**config.mk**
```make
export PLATFORM = sky130hd
export DESIGN_NAME = stack_ctrl
export DESIGN_NICKNAME = d
export VERILOG_FILES = /design/src/rtl/stack_ctrl.sv
export SDC_FILE = /design/constraint.sdc
export NUM_CORES = 1
export LEC_CHECK = 0
export ABC_AREA = 1
export CORE_MARGIN = 4
export CORE_UTILIZATION = 40
export CTS_CLUSTER_DIAMETER = 50
export CTS_CLUSTER_SIZE = 14
export DETAILED_ROUTE_END_ITERATION = 7
export PLACE_DENSITY = 0.75
export RECOVER_POWER = 100
export REMOVE_ABC_BUFFERS = 1
export SYNTH_ARGS = -nofsm -noshare
export SYNTH_HDL_FRONTEND = slang
export SYNTH_SLANG_ARGS = --single-unit
```
**constraint.sdc**
```tcl
create_clock -name clk -period 2.73 [get_ports clk]
set_input_delay 0.6825 -clock clk [delete_from_list [all_inputs] [get_ports clk]]
set_output_delay 0.6825 -clock clk [all_outputs]
set_load 0.02 [all_outputs]
```
**src/rtl/stack_ctrl.sv**
```systemverilog
// Hardware operand stack sequencer: turns push/pop/top strobes into timed accesses
// on a single-port, synchronous-read stack RAM and tracks pointer, status and faults.
module stack_ctrl #(
   parameter int DW = 8,
   parameter int AW = 5
) (
   input  logic          clk,
   input  logic          rst,
   input  logic          push,
   input  logic          pop,
   input  logic          top,
   input  logic [DW-1:0] din,
   input  logic          clr_err,
   output logic          ready,
   output logic [DW-1:0] dout,
   output logic          dout_valid,
   output logic [AW:0]   count,
   output logic          empty,
   output logic          full,
   output logic          ovf,
   output logic          unf,
   output logic          cmd_err,
   output logic [AW-1:0] ram_addr,
   output logic          ram_we,
   output logic [DW-1:0] ram_wdata,
   input  logic [DW-1:0] ram_rdata
);

   typedef enum logic [1:0] {
      S_IDLE = 2'd0,
      S_WR   = 2'd1,
      S_RD   = 2'd2,
      S_CAP  = 2'd3
   } state_t;

   localparam logic [AW:0]   DEPTH    = {1'b1, {AW{1'b0}}};
   localparam logic [AW:0]   CNT_ONE  = {{AW{1'b0}}, 1'b1};
   localparam logic [AW-1:0] ADDR_ONE = {{(AW-1){1'b0}}, 1'b1};

   state_t        r_state;
   state_t        w_next;
   logic [AW:0]   r_count;
   logic [DW-1:0] r_dout;
   logic          r_dout_valid;
   logic          r_ovf;
   logic          r_unf;
   logic          r_cmd_err;
   logic [AW-1:0] r_ram_addr;
   logic          r_ram_we;
   logic [DW-1:0] r_ram_wdata;
   logic          r_is_pop;

   logic          w_idle;
   logic          w_multi;
   logic          w_rd_req;
   logic          w_full;
   logic          w_empty;
   logic          w_acc_push;
   logic          w_acc_rd;
   logic          w_ovf_ev;
   logic          w_unf_ev;
   logic          w_cmd_ev;

   assign w_idle   = (r_state == S_IDLE);
   assign w_multi  = (push & pop) | (push & top) | (pop & top);
   assign w_rd_req = pop | top;
   assign w_full   = (r_count == DEPTH);
   assign w_empty  = (r_count == {(AW+1){1'b0}});

   // Request decode; strobes only matter while idle.
   always_comb begin
      w_acc_push = 1'b0;
      w_acc_rd   = 1'b0;
      w_ovf_ev   = 1'b0;
      w_unf_ev   = 1'b0;
      w_cmd_ev   = 1'b0;
      if (w_idle) begin
         if (w_multi) begin
            w_cmd_ev = 1'b1;
         end else if (push) begin
            w_acc_push = ~w_full;
            w_ovf_ev   = w_full;
         end else if (w_rd_req) begin
            w_acc_rd = ~w_empty;
            w_unf_ev = w_empty;
         end else begin
            w_acc_push = 1'b0;
         end
      end else begin
         w_acc_push = 1'b0;
      end
   end

   // Next-state logic.
   always_comb begin
      w_next = S_IDLE;
      case (r_state)
         S_IDLE: begin
            if (w_acc_push) begin
               w_next = S_WR;
            end else if (w_acc_rd) begin
               w_next = S_RD;
            end else begin
               w_next = S_IDLE;
            end
         end
         S_WR:    w_next = S_IDLE;
         S_RD:    w_next = S_CAP;
         S_CAP:   w_next = S_IDLE;
         default: w_next = S_IDLE;
      endcase
   end

   // State register.
   always_ff @(posedge clk or negedge rst) begin
      if (!rst) begin
         r_state <= S_IDLE;
      end else begin
         r_state <= w_next;
      end
   end

   // Stack pointer and RAM port registers; address is set up one cycle ahead of use.
   always_ff @(posedge clk or negedge rst) begin
      if (!rst) begin
         r_count     <= {(AW+1){1'b0}};
         r_ram_addr  <= {AW{1'b0}};
         r_ram_we    <= 1'b0;
         r_ram_wdata <= {DW{1'b0}};
         r_is_pop    <= 1'b0;
      end else begin
         r_ram_we <= w_acc_push;
         if (w_acc_push) begin
            r_ram_addr  <= r_count[AW-1:0];
            r_ram_wdata <= din;
         end else if (w_acc_rd) begin
            r_ram_addr <= r_count[AW-1:0] - ADDR_ONE;
            r_is_pop   <= pop;
         end
         if (r_state == S_WR) begin
            r_count <= r_count + CNT_ONE;
         end else if ((r_state == S_CAP) && r_is_pop) begin
            r_count <= r_count - CNT_ONE;
         end
      end
   end

   // Read capture and the one-cycle valid pulse that follows it.
   always_ff @(posedge clk or negedge rst) begin
      if (!rst) begin
         r_dout       <= {DW{1'b0}};
         r_dout_valid <= 1'b0;
      end else begin
         r_dout_valid <= (r_state == S_CAP);
         if (r_state == S_CAP) begin
            r_dout <= ram_rdata;
         end
      end
   end

   // Sticky fault flags; a new fault in the same cycle as clr_err wins.
   always_ff @(posedge clk or negedge rst) begin
      if (!rst) begin
         r_ovf     <= 1'b0;
         r_unf     <= 1'b0;
         r_cmd_err <= 1'b0;
      end else begin
         r_ovf     <= (r_ovf & ~clr_err) | w_ovf_ev;
         r_unf     <= (r_unf & ~clr_err) | w_unf_ev;
         r_cmd_err <= (r_cmd_err & ~clr_err) | w_cmd_ev;
      end
   end

   assign ready      = w_idle;
   assign dout       = r_dout;
   assign dout_valid = r_dout_valid;
   assign count      = r_count;
   assign empty      = w_empty;
   assign full       = w_full;
   assign ovf        = r_ovf;
   assign unf        = r_unf;
   assign cmd_err    = r_cmd_err;
   assign ram_addr   = r_ram_addr;
   assign ram_we     = r_ram_we;
   assign ram_wdata  = r_ram_wdata;

endmodule

```
==> run metrics, run 1 <==
Final Hold Fails 0; vias per cell 4.71; I/O Buffers 56; setup TNS 0 ns; post-route cell area 2420 sq um; Leak 1.28 nW; Ys Warns 0; insertion delay to the later sink of the worst-skew pair 0.28 ns; cell count after synthesis 208; grt total ovfl 0; R2R cell count 8; total wire length 3710 um; clk root buf clkbuf_8; fin crit period 2.58 ns; largest net degree at the start of global routing 36; Remaining DRCs 0; row count 23; post-synth cell types 25; hold path startpoint ram_wdata[0]; Slew Limit Fails 0; Crit path required time 2.05 ns; CP Launch Type flip-flop; core region area 4090 sq um; CTS Buf Count 5; first-pass GRT wire length 6230 um; share of layout cells above drive strength 1 5.88%; CTS H-tree depth 2; Placed Area 2340 sq um; Post-DRT Antenna Nets 0; FF-to-FF setup slack 0.58 ns; Initial Util 42.3%; CTS Hold Bufs 0; Critical Path Sink Type output pin; r2r startpoint count[1]; WL/cell 11.5 um; worst min path class reg2reg; Die Span X 73.8 um; full die area 5440 sq um; worst reg2reg endpoint ram_addr[0]; Synth-to-Final Area Change 40.2%; kind of critical path reg2out; status finished clean; CP Launch Point count[1]; Nets 300; EDFF count, synth 0; part of the cycle the worst path needs 94.7%; Detailed Place HPWL 2840 um; RSZ-0062 raised after global routing no; syn avg cell area 8.31 sq um; TritonCTS clock tree built; Final Skew 0.00185 ns; clock-pin slew on the worst setup and hold paths 0.07 ns; MaxCap Viol Count 0; IO Count 57; antenna cells 0; vias in the first global route 1,420; sequential area share after synthesis 50.7%; Max VDD drop 645 uV; DR pass1 iterations 4; Hold Path End ram_wdata[0]; Tightest Pin Transition 0.978 ns; commonest cells after routing, fill and taps aside nand2_1, dfrtp_1, dlygate4sd3_1; worst-path fanout max 6; asr flop ratio synth 100%; f_max 387 MHz; hold path depth 2; Die Ht 73.8 um; Syn Std Cell Area 1730 sq um; slew margin rel. 34.1%; clock sink count 35; Vias 1,517; number of synthesized register bits 35; Starting DRT DRC Count 60; Arr. time, crit path 1.90 ns; post-CTS resize count 0; pwr dens 1190 nW/um^2; initial antenna violation count 0; Max Root-Sink Buffers 2; Main synth FF type dfrtp_1; Final Setup Violations 0; GRT Resource Usage Total 15.0%; RD Place Congestion 0.883; most common cell after layout, fill and taps aside nand2_1; setup bufs post-CTS 0
==> where the power goes <==
| part | total [W] | switching (W) | internal [W] |
|---|---|---|---|
| registers | 0.000915 | 0.000167 | 0.000748 |
| logic | 0.00156 | 0.000899 | 0.000662 |
| clock network | 0.000411 | 0.000182 | 0.000229 |
| total | 0.00289 | 0.00125 | 0.00164 |
==> how the worst max path moves through the flow <==
stage	end	slack [ns]	cells after the start
6_report	empty	0.15	5
5_1_grt	empty	0.007	5
4_1_cts	empty	0.03	5
3_5_place_dp	empty	0.35	5
3_3_place_gp	empty	0.41	5
2_1_floorplan	empty	0.74	4
==> area by class of cell <==
cell class / count / area [sq um]
timing repair buffer: 59 / 581
tap: 50 / 62.6
sequential: 35 / 876
multi-input combinational: 149 / 723
fill: 392 / 1660
inverter: 21 / 78.8
clock buffer: 7 / 96.3
clock inverter: 1 / 7.51
==> critical path, cell delays in order, from the launching register on <==
cell and delay (ns):
dfrtp_1 0.44, inv_1 0.14, ha_1 0.21, nand4_1 0.13
inv_1 0.09, clkdlybuf4s50_1 0.61
==> logic make-up after synthesis <==
kind of cell | Yosys count | share of synthesized area, %
xor gates and xnor gates | 3 | 1.52
and+or+nand+nor | 125 | 31.4
DFF | 35 | 50.7
buffers and inverters | 24 | 6.29
AOI/OAI and AO/OA | 14 | 4.63
adders and majority gates | 7 | 5.50
==> metal layers <==
metal | part of all wire [%] | routed length (um) | track usage (%)
met1 | 47 | 1730 | 19.1
met2 | 46 | 1710 | 23.9
met3 | 5.6 | 207 | 3.15
met4 | 1.7 | 62 | 7.24
met5 | 0 | 0 | 0
==> sequential cells by signal, summed over array words and instances (netlist names), 2 cells and up <==
signal and flops:
r_state 2, count 6, ram_wdata 8, dout 8, ram_addr 5
==> cell usage after synthesis (2+ instances only) <==
cell type / n / area [sq um]
clkinv_1: 2 / 7.51
inv_1: 18 / 67.6
ha_1: 6 / 75.1
o21ai_0: 8 / 40.0
dfrtp_1: 35 / 876
a21o_1: 2 / 15.0
buf_6: 2 / 22.5
nor2_1: 3 / 11.3
xor2_1: 3 / 26.3
nor2_4: 2 / 22.5
nand2_1: 90 / 338
a21oi_1: 2 / 10.0
nand3_1: 23 / 115
==> stage by stage <==
| step | setup slack (ns) | std cells | utilization (%) | total power (W) | hold slack, ns |
|---|---|---|---|---|---|
| 2_1_floorplan | 0.736 | 205 | - | 0.00193 | 0.387 |
| 3_3_place_gp | 0.410 | 314 | 57.4 | 0.00259 | 0.461 |
| 3_5_place_dp | 0.347 | 314 | 57.4 | 0.00261 | 0.465 |
| 4_1_cts | 0.0338 | 322 | 59.9 | 0.00304 | 0.485 |
| 5_1_grt | 0.00703 | 322 | 59.3 | 0.00316 | 0.504 |
| 6_report | 0.145 | 322 | 59.3 | 0.00289 | 0.474 |
(Power assumes the default switching activity.)
==> inputs of run 2 (changes only) <==
- CTS_BUF_LIST: unset -> sky130_fd_sc_hd__clkbuf_4
- PLACE_DENSITY: 0.75 -> 0.79
- SLEW_MARGIN: unset -> 15
==> run 2 against run 1 <==
Power down 3.3%; register-to-register slack worse by 0.02 ns; highest routed layer unchanged; final cell count unchanged; sequential share of layout area up 0.90 points; hold slack better by 0.015 ns; count of clock-buffer cells in the layout down 1; clock power down 30%; via count up 1.6%.
==> run metrics, run 2 (synthesized netlist as in run 1, its figures left out) <==
Final Setup Violations 0; CTS Buf Count 5; Max Root-Sink Buffers 2; clock sink count 35; Arr. time, crit path 1.66 ns; status finished clean; switching power 0.00128 W; Crit-path slowest cell dlygate4sd3_1; f_max 426 MHz; WL/cell 12.6 um; worst-path fanout max 7; fill count 399; Crit path required time 2.05 ns; sequential power share 32.9%; GRT Resource Usage Total 16.2%; I/O Buffers 56; slowest stage delay, CP 0.69 ns; Nets 300; pwr dens 1180 nW/um^2; Final Power 0.00279 W; fin crit period 2.34 ns; Max VDD drop 499 uV; largest net degree at the start of global routing 36; initial antenna violation count 0; Clock Power Share 10.3%; Post-DRT Antenna Nets 0; insertion delay to the later sink of the worst-skew pair 0.34 ns; Die Ht 73.8 um; Leak 1.26 nW; antenna cells 0; commonest cells after routing, fill and taps aside nand2_1, dfrtp_1, dlygate4sd3_1; setup TNS 0 ns; kind of critical path reg2out; hold slack final 0.489 ns; IO Count 57; first-pass GRT wire length 6900 um; TritonCTS clock tree built; Die Span X 73.8 um; Tightest Pin Transition 0.957 ns; RD Place Congestion 0.783; Vias 1,541; full die area 5440 sq um; Synth-to-Final Area Change 36.8%; critical-path cell list nor2_4 > dlygate4sd3_1; clk root buf clkbuf_4; worst min path class reg2reg; DR pass1 iterations 5; share of layout cells above drive strength 1 5.88%; core region area 4090 sq um; switch share 45.9%; Critical Path Sink Type output pin; CTS H-tree depth 2; row count 23; Comb pwr share 56.8%; grt total ovfl 0; most common cell after layout, fill and taps aside nand2_1; Final Hold Fails 0; Final Skew 0.00285 ns; Starting DRT DRC Count 60; clock-pin slew on the worst setup and hold paths 0.11 ns; RSZ-0062 raised after global routing no; vias in the first global route 1,547; Remaining DRCs 0; part of the cycle the worst path needs 85.9%; vias per cell 4.79; Detailed Place HPWL 3050 um; total wire length 4050 um; internal power 0.00151 W; CP Launch Type flip-flop; MaxCap Viol Count 0; Slew Limit Fails 0; slew margin rel. 35.5%; Initial Util 42.3%; CTS Hold Bufs 0
==> run 2: layout make-up <==
class	count	area, sq um	area share, %
Inverter	21	78.8	3.33
Multi-Input combinational cell	149	723	30.6
Tap cell	50	62.6	2.64
Clock buffer	6	45.0	1.90
Timing Repair Buffer	59	568	24.0
Clock inverter	2	12.5	0.529
Sequential cell	35	876	37.0
==> run 2: power groups by stage <==
| stage | logic, W | clock network (W) | registers, W |
|---|---|---|---|
| finish | 0.00159 | 0.000287 | 0.000918 |
| global route | 0.00179 | 0.000310 | 0.000959 |
| CTS | 0.00171 | 0.000300 | 0.000932 |
| detailed placement | 0.00170 | 0 | 0.000941 |
| global placement | 0.00166 | 0 | 0.000931 |
| floorplan | 0.000759 | 0 | 0.00117 |
==> run 2: repair_timing <==
action                     4_1_cts  5_1_grt
buffers inserted                 0        0
setup endpoints to repair        1        2
gates resized for setup          1        2
==> run 2: per-stage QoR <==
stage               utilization [%]  cells  cell area (sq um)  setup slack [ns]
CTS                            58.8    322               2400            0.0465
floorplan                         -    205               1700             0.736
global route                   57.9    322               2370             0.150
detailed placement             57.4    314               2340             0.356
finish                         57.9    322               2370             0.385
global placement               57.4    314               2340             0.412
==> run 2: path summary, 6_finish.rpt <==
kind	slack, ns	endpoint	from	cells past startpoint
worst max register to register	0.56	ram_addr[1]	count[1]	8
worst min register to register	0.49	ram_wdata[7]	ram_wdata[7]	2
worst min-delay path	0.49	ram_wdata[7]	ram_wdata[7]	2
max in group asynchronous	1.22	cmd_err	rst	2
worst max-delay path	0.39	ready	r_state[0]	2
min in group asynchronous	0.98	ovf	rst	2
==> run 2: critical path, delay by kind of cell (launching register included) <==
kind	cells	cell delay, ns
and+or+nand+nor	1	0.15
buffers and inverters	1	0.69
DFF	1	0.49
==> run 2: routing by layer <==
layer	global-route usage, %	up-vias	routed length (um)
li1	-	780	-
met1	21.4	715	1850
met2	26.4	42	1870
met3	4.65	4	299
met4	3.62	0	27
met5	0	-	0
==> inputs of run 3 (changes only) <==
- ABC_CLOCK_PERIOD_IN_PS: unset -> 2730
==> results of run 3 <==
No change in the layout: final DEF, timing and power equal those of run 2.
